==> src/rtl/i2s_pkg.sv <==
// Shared types and width helpers for the I2S transmit path.
package i2s_pkg;

    typedef enum logic {
        SLOT_LEFT  = 1'b0,
        SLOT_RIGHT = 1'b1
    } i2s_slot_t;

    // Bits needed for a slot position 0 .. 2*width-1.
    function automatic int pos_bits(input int width);
        return $clog2(2 * width);
    endfunction

    // Divider counter width; at least one bit so clkdiv=1 still has a register.
    function automatic int cnt_bits(input int clkdiv);
        return (clkdiv > 1) ? $clog2(clkdiv) : 1;
    endfunction

endpackage

==> src/rtl/i2s_transmitter_sck_gen.sv <==
// Bit-clock divider: sck toggles every clkdiv clk cycles, with a strobe on the
// clk cycle whose closing edge takes sck from 1 to 0.
module i2s_sck_gen
    import i2s_pkg::*;
#(
    parameter int clkdiv = 4
) (
    input  logic clk_i,
    input  logic rst_ni,
    output logic sck_o,
    output logic sck_fall_o
);

    localparam int CW = cnt_bits(clkdiv);
    localparam logic [CW-1:0] TERM = CW'(clkdiv - 1);

    logic [CW-1:0] cnt_q, cnt_d;
    logic          sck_q, sck_d;
    logic          term;

    always_comb begin
        term  = (cnt_q == TERM);
        cnt_d = term ? '0 : cnt_q + 1'b1;
        sck_d = term ? ~sck_q : sck_q;
    end

    always_ff @(posedge clk_i) begin
        if (!rst_ni) begin
            cnt_q <= '0;
            sck_q <= 1'b0;
        end else begin
            cnt_q <= cnt_d;
            sck_q <= sck_d;
        end
    end

    assign sck_o      = sck_q;
    assign sck_fall_o = term & sck_q;

endmodule

==> src/rtl/i2s_transmitter.sv <==
// I2S transmitter: one-entry holding register feeding a frame shift register,
// serialised MSB first with the one-bit delay after each ws edge.
module i2s_transmitter
    import i2s_pkg::*;
#(
    parameter int width  = 16,
    parameter int clkdiv = 4
) (
    input  logic             clk,
    input  logic             rst_n,
    input  logic [width-1:0] in_left,
    input  logic [width-1:0] in_right,
    input  logic             in_valid,
    output logic             in_ready,
    output logic             sck,
    output logic             ws,
    output logic             sd,
    output logic             underrun
);

    localparam int PW = pos_bits(width);
    localparam logic [PW-1:0] P_LAST        = PW'(2 * width - 1);
    localparam logic [PW-1:0] P_FIRST_RIGHT = PW'(width);

    logic sck_fall;

    i2s_sck_gen #(
        .clkdiv(clkdiv)
    ) u_sck_gen (
        .clk_i     (clk),
        .rst_ni    (rst_n),
        .sck_o     (sck),
        .sck_fall_o(sck_fall)
    );

    logic [PW-1:0]        p_q, p_d;
    i2s_slot_t            ws_q, ws_d;
    logic                 sd_q, sd_d;
    logic                 hold_full_q, hold_full_d;
    logic [width-1:0]     hold_left_q, hold_left_d;
    logic [width-1:0]     hold_right_q, hold_right_d;
    logic [2*width-1:0]   act_q, act_d;
    logic                 rlsb_q, rlsb_d;
    logic                 underrun_q, underrun_d;

    logic transfer;
    logic frame_start;

    // in_ready comes straight from a register, so transfer never loops back
    // through in_valid combinationally.
    assign transfer    = in_valid && !hold_full_q;
    assign frame_start = sck_fall && (p_q == P_LAST);

    always_comb begin
        p_d          = p_q;
        ws_d         = ws_q;
        sd_d         = sd_q;
        act_d        = act_q;
        rlsb_d       = rlsb_q;
        underrun_d   = 1'b0;
        hold_full_d  = hold_full_q;
        hold_left_d  = hold_left_q;
        hold_right_d = hold_right_q;

        if (sck_fall) begin
            p_d  = frame_start ? '0 : p_q + 1'b1;
            ws_d = (p_d >= P_FIRST_RIGHT) ? SLOT_RIGHT : SLOT_LEFT;
            if (frame_start) begin
                // p=0 still carries the previous frame's right LSB.
                sd_d       = rlsb_q;
                act_d      = hold_full_q ? {hold_left_q, hold_right_q} : '0;
                rlsb_d     = hold_full_q ? hold_right_q[0] : 1'b0;
                underrun_d = !hold_full_q;
            end else begin
                sd_d  = act_q[2*width-1];
                act_d = {act_q[2*width-2:0], 1'b0};
            end
        end

        if (frame_start && hold_full_q) begin
            hold_full_d = 1'b0;
        end
        if (transfer) begin
            hold_full_d  = 1'b1;
            hold_left_d  = in_left;
            hold_right_d = in_right;
        end
    end

    always_ff @(posedge clk) begin
        if (!rst_n) begin
            p_q          <= P_LAST;
            ws_q         <= SLOT_RIGHT;
            sd_q         <= 1'b0;
            act_q        <= '0;
            rlsb_q       <= 1'b0;
            underrun_q   <= 1'b0;
            hold_full_q  <= 1'b0;
            hold_left_q  <= '0;
            hold_right_q <= '0;
        end else begin
            p_q          <= p_d;
            ws_q         <= ws_d;
            sd_q         <= sd_d;
            act_q        <= act_d;
            rlsb_q       <= rlsb_d;
            underrun_q   <= underrun_d;
            hold_full_q  <= hold_full_d;
            hold_left_q  <= hold_left_d;
            hold_right_q <= hold_right_d;
        end
    end

    assign in_ready = !hold_full_q;
    assign ws       = ws_q;
    assign sd       = sd_q;
    assign underrun = underrun_q;

endmodule
==> config.mk <==
export PLATFORM = sky130hd
export DESIGN_NAME = i2s_transmitter
export DESIGN_NICKNAME = d
export VERILOG_FILES = /design/src/rtl/i2s_pkg.sv /design/src/rtl/i2s_transmitter_sck_gen.sv /design/src/rtl/i2s_transmitter.sv
export SDC_FILE = /design/constraint.sdc
export NUM_CORES = 1
export LEC_CHECK = 0
export CAP_MARGIN = 20
export CORE_UTILIZATION = 52
export CTS_BUF_LIST = sky130_fd_sc_hd__clkbuf_4 sky130_fd_sc_hd__clkbuf_8
export CTS_CLUSTER_DIAMETER = 200
export DETAILED_ROUTE_END_ITERATION = 8
export PLACE_DENSITY = 0.87
export SETUP_SLACK_MARGIN = 0.02
export SLEW_MARGIN = 10
export SYNTH_ARGS = -nofsm -noshare
export SYNTH_HDL_FRONTEND = slang
export SYNTH_SLANG_ARGS = --single-unit
==> constraint.sdc <==
create_clock -name clk -period 1.65 [get_ports clk]
set_input_delay 0.33 -clock clk [delete_from_list [all_inputs] [get_ports clk]]
set_output_delay 0.33 -clock clk [all_outputs]
set_load 0.005 [all_outputs]
; ---- Word-level counts from Yosys, hierarchy flattened
; Index checks and enable logic that the tools add are counted.
; W data, S select, Z words.
[op_classes]
add_sub_neg = 2
mul = 0
n_div = 0
n_lt_le_gt_ge = 1
n_eq_ne = 2
n_shift = 0
n_mux = 8
n_bitwise = 3
n_reduce_logical = 8
[op_table]
columns = cell, n
row1 = $mux W32, 2
row2 = $add A5 B1 Y5 const B, 1
row3 = $eq A5 B5 Y1 const B, 1
row4 = $ge A5 B5 Y1 const B, 1
row5 = $mux W1, 5
row6 = $mux W5, 1
row7 = $logic_and A1 B1 Y1, 3
row8 = $reduce_and A3 Y1, 1
row9 = $add A2 B1 Y2 const B, 1
row10 = $eq A2 B2 Y1 const B, 1
row11 = $not A1 Y1, 2
row12 = $reduce_and A2 Y1, 1
row13 = $reduce_bool A2 Y1, 1
row14 = $reduce_or A2 Y1, 1
row15 = $and A1 B1 Y1, 1
row16 = $logic_not A1 Y1, 1
[word_totals]
register_bits = 77
latch_bits = 0
ram_bits = 0
rom_bits = 0
out_inout_bits = 5
memories = 0

; ---- Logic depth before layout (Yosys ltp)
[depth]
depth_word = 6
ltp_mapped = 8
depth_no_buf = 6

; ---- By module
; Synthesis repeated with hierarchy kept, for this count alone.
[hier_totals]
hier_cells = 369
hier_area_um2 = 3349.5
[by_module_without_submodules]
columns = module, n_inst, cells_per_inst, area_each_um2
row1 = i2s_transmitter, 1, 360, 3236.9
row2 = i2s_sck_gen, 1, 9, 112.6

; ---- Worst setup path before layout
; No wires, ideal clock.
[synth_timing]
path_type = register to register
start = register p_q[0]
end = register act_q[10]
setup_ns = 0.120
arrival_ns = 1.644
required_ns = 1.530
path_slack_ns = -0.114
stages_incl_launch_ff = 9
path_buffers = 2
synth_period_minus_slack_ns = 1.764
path_cell_list = dfxtp_1 > ha_1 > and3_1 > ha_1 > and2_4 > buf_6 > buf_12 > a221oi_2 > nor2_1
[synth_via]
elab_chain_cells = 3
[synth_lines]
columns = element, line_no
row1 = from (decl), i2s_transmitter.sv:36  ; logic [PW-1:0] p_q, p_d;
row2 = from (signal assigned), i2s_transmitter.sv:102  ; p_q <= p_d;
row3 = $eq A5 B5 Y1, i2s_transmitter.sv:52  ; assign frame_start = sck_fall && (p_q == P_LAST);
row4 = $logic_and A1 B1 Y1, i2s_transmitter.sv:52
row5 = $mux W32, i2s_transmitter.sv:68  ; if (frame_start) begin
row6 = to (signal assigned), i2s_transmitter.sv:105  ; act_q <= act_d;
row7 = to (decl), i2s_transmitter.sv:42  ; logic [2*width-1:0] act_q, act_d;
; No other way between the ends.
; A chain may end at the register's enable or synchronous reset.

; ---- Worst setup path after layout
[layout_timing]
start = register p_q[0]
end = register act_q[26]
; Same word-level chain as after synthesis.

==> metrics.md <==
| Metric | Value |
|---|---|
| Outcome | completed |
| Nets | 417 |
| VDD IR max | 0.000637 V |
| Global Route Usage Sum | 22.4% |
| Final weighted congestion of routability-driven global placement | 0.840 |
| Top cell family by delay on the critical path | simple AND/OR/NAND/NOR gates |
| Number of hold buffers added after cts | 0 |
| Worst Skew | 0.00577 ns |
| Chip Height | 80.8 um |
| Residual overflow from global routing | 0 |
| Area after detailed placement | 0.00371 sq mm |
| Max-capacitance violation count | 0 |
| Detailed Routing Iterations Pass 1 | 4 |
| Crit-path max FO | 7 |
| Antenna-violating nets left | 0 |
| Cell Count, Final, Fillers Out | 459 |
| Cells along the critical path | ha_4 > and3_4 > ha_4 > and2_4 > buf_12 > a221oi_2 > nor2_1 |
| Area share of the largest cell type after synthesis | 47.1% |
| CTS tree | yes |
| Residual DRC count | 0 |
| Proportion of synthesized chip area in sequential cells | 47.1% |
| Number of endpoints failing setup at the final stage | 0 |
| Number of ports placed on the die boundary | 40 |
| Tightest slew margin relative to the limit | 81.4% |
| Post-layout min period | 1.64 ns |
| Type of element capturing the critical path | flip-flop |
| Kind of start point of the critical path | flip-flop |
| Port Buffer Count | 39 |
| Maximum clock rate | 610 MHz |
| Placement Rows | 28 |
| Die area | 0.00653 sq mm |
| Static Leak | 0.00164 uW |
| Top-count cell post-synth | sky130_fd_sc_hd__dfxtp_1 |
| Vias in the first global route | 2437 |
| Synth top area cells | sky130_fd_sc_hd__dfxtp_1 47%, sky130_fd_sc_hd__a221oi_2 14%, sky130_fd_sc_hd__nand2_1 8.3% |
| Total clock sinks | 76 |
| Final sum of negative setup slack | 0 ns |
| Clk Latency, worst-skew pair | 0.35 ns |
| Most repeated library cell on the critical path | sky130_fd_sc_hd__ha_4 |
| Cell types with the highest counts after synthesis | 76 x sky130_fd_sc_hd__dfxtp_1, 71 x sky130_fd_sc_hd__nand2_1, 34 x sky130_fd_sc_hd__o21ai_0, 33 x sky130_fd_sc_hd__nor2_1, 30 x sky130_fd_sc_hd__a221oi_2 |
| Post-synth top flop | sky130_fd_sc_hd__dfxtp_1 |
| Setup repair after global routing missed its margin | true |
| Routed wire per std cell | 14.8 um |
| Slew of the pin with the lowest slew margin | 0.279 ns |
| Gate Count Post-Synth | 338 |
| Data arrival time of the critical path | 1.88 ns |
| Initial Util | 54.2% |
| Fraction of layout instances using a drive strength above 1 | 20.6% |
| Mapped Nets | 376 |
| Crit path max-delay cell type | sky130_fd_sc_hd__dfxtp_2 |
| Power density over the cells | 970 mW/mm^2 |
| Clock buffers created by TritonCTS | 9 |
| Total number of vias | 2546 |
| Core ar. | 0.00596 sq mm |
| Pin count of the biggest net entering global routing | 60 |
| Via density per instance | 5.55 |
| Post-synthesis async set-or-reset flop share | 0% |
| Netlist Area Pre-Place | 0.00323 sq mm |
| Floorplan die width | 80.8 um |
| Number of buffer and inverter instances along the worst setup path | 1 |
| Number of enable flip-flop cells after synthesis | 0 |
| Relative area change from synthesis to final layout | 25.0% |
| Synthesis Warnings | 0 |
| Fill count | 459 |
| Number of distinct standard cells referenced by the synthesized netlist | 33 |
| Synth Area per Inst | 9.55 sq um |
| Final design instance area without fill | 0.00404 sq mm |
| Final hold vios | 0 |
| Number of instances in the placed design | 439 |
| Data required time at the worst endpoint | 1.89 ns |
| Sum of routed wire length over all layers | 6.80 mm |
| Worst path max stage delay | 0.34 ns |
| Initial antenna violation count | 0 |
| Detailed router's first-iteration violation count | 143 |
| Slew Viols, Final | 0 |
| Synthesized flop and latch total | 76 |
| Library cell occupying the most area in the post-synthesis netlist | sky130_fd_sc_hd__dfxtp_1 |
| Final Cycle Share | 99.3% |
| Clock root buffer | sky130_fd_sc_hd__clkbuf_8 |
| Kind of critical path | flip-flop to flip-flop |
| First-pass GRT wire length | 11.1 mm |
| Hold Crit Class | primary input to flip-flop |
| Antenna cell count | 0 |
| Overall power after layout | 3920 uW |
| CTS clock-pin slew for the worst setup and hold paths | 0.08 ns |
| CTS max path bufs | 2 |
| Deepest level of the CTS H-tree | 3 |
| Detail Placement HPWL | 4.30 mm |
## cells by family after synthesis
family	Yosys count	synth area share (%)
flip-flops	76	47.1
AND/OR/NAND/NOR	119	15.1
XOR/XNOR	1	0.271
buffers and inverters	32	7.09
adder cells (fa/ha/maj)	3	1.16
AO/OA/AOI/OAI	106	29.0
multiplexers	1	0.310
## placed cells by master, fill, tap and decap left out, types with 3 or more instances in the layout
| cell | instances |
|---|---|
| sky130_fd_sc_hd__a21boi_0 | 29 |
| sky130_fd_sc_hd__a21boi_1 | 5 |
| sky130_fd_sc_hd__a221oi_2 | 27 |
| sky130_fd_sc_hd__a221oi_4 | 3 |
| sky130_fd_sc_hd__buf_12 | 6 |
| sky130_fd_sc_hd__buf_4 | 12 |
| sky130_fd_sc_hd__clkbuf_8 | 10 |
| sky130_fd_sc_hd__clkdlybuf4s50_1 | 38 |
| sky130_fd_sc_hd__clkinvlp_4 | 3 |
| sky130_fd_sc_hd__dfxtp_1 | 71 |
| sky130_fd_sc_hd__dfxtp_2 | 4 |
| sky130_fd_sc_hd__nand2_1 | 71 |
| sky130_fd_sc_hd__nand3_1 | 4 |
| sky130_fd_sc_hd__nor2_1 | 33 |
| sky130_fd_sc_hd__o21ai_0 | 34 |
## layout make-up
cell class	count	area, sq um	share of cell area, %
multi-input cells	230	1550	38.3
inverters	3	11.3	0.279
repair buffers	59	632	15.6
well taps	75	93.8	2.32
clock inverters	6	87.6	2.17
clock buffers	10	138	3.41
flip-flops and latches	76	1530	37.9
## registers in the layout, summed over array words and instances (netlist names)
register and flops:
u_sck_gen.sck_o 1, hold_left_q 16, act_q 32, u_sck_gen.cnt_q 2, underrun 1, rlsb_q 1, p_q 5, hold_right_q 16
sd 1, hold_full_q 1
## what timing repair did
action | in CTS | in global routing
endpoints found under the setup margin | 11 | 34
pin swaps | 0 | 2
resized for setup | 3 | 8
setup buffers | 2 | 1
cloned | 0 | 1
## worst paths after layout
path                      start            endpoint  slack [ns]  cells after the start
min reg2reg  u_sck_gen.cnt_q[0]  u_sck_gen.cnt_q[0]        0.45                      1
max reg2reg              p_q[0]           act_q[26]        0.01                      7
min                       rst_n                  sd        0.35                      2
max                      p_q[0]           act_q[26]        0.01                      7
## worst register-to-register path: stages, from the launching register on
cell	delay, ns
sky130_fd_sc_hd__dfxtp_2	0.34
sky130_fd_sc_hd__ha_4	0.16
sky130_fd_sc_hd__and3_4	0.18
sky130_fd_sc_hd__ha_4	0.16
sky130_fd_sc_hd__and2_4	0.20
sky130_fd_sc_hd__buf_12	0.15
sky130_fd_sc_hd__a221oi_2	0.24
sky130_fd_sc_hd__nor2_1	0.09
## metal layers
metal / up-vias / global-route usage (%) / wire length [um]
li1: 1264 / - / -
met1: 1215 / 27.2 / 3080
met2: 52 / 37.7 / 3350
met3: 15 / 4.27 / 207
met4: 0 / 11.4 / 168
met5: - / 0 / 0
## per-stage QoR
stage	setup slack [ns]	hold WS, ns	utilization (%)
floorplan	0.0271	0.403	-
finish	0.0108	0.351	67.8
detailed placement	0.0165	0.428	62.3
global route	-0.0354	0.376	67.8
CTS	0.0130	0.355	66.5
global placement	0.0964	0.411	62.3
## where the power goes
part	internal [uW]	total [uW]	switching, uW	leakage (uW)
clock	889	1570	680	0.000105
sequential	1900	1950	51.7	0.000618
combinational	209	397	188	0.000914
total	3000	3920	920	0.00164
Note: power is estimated with default switching activity, not from simulation.
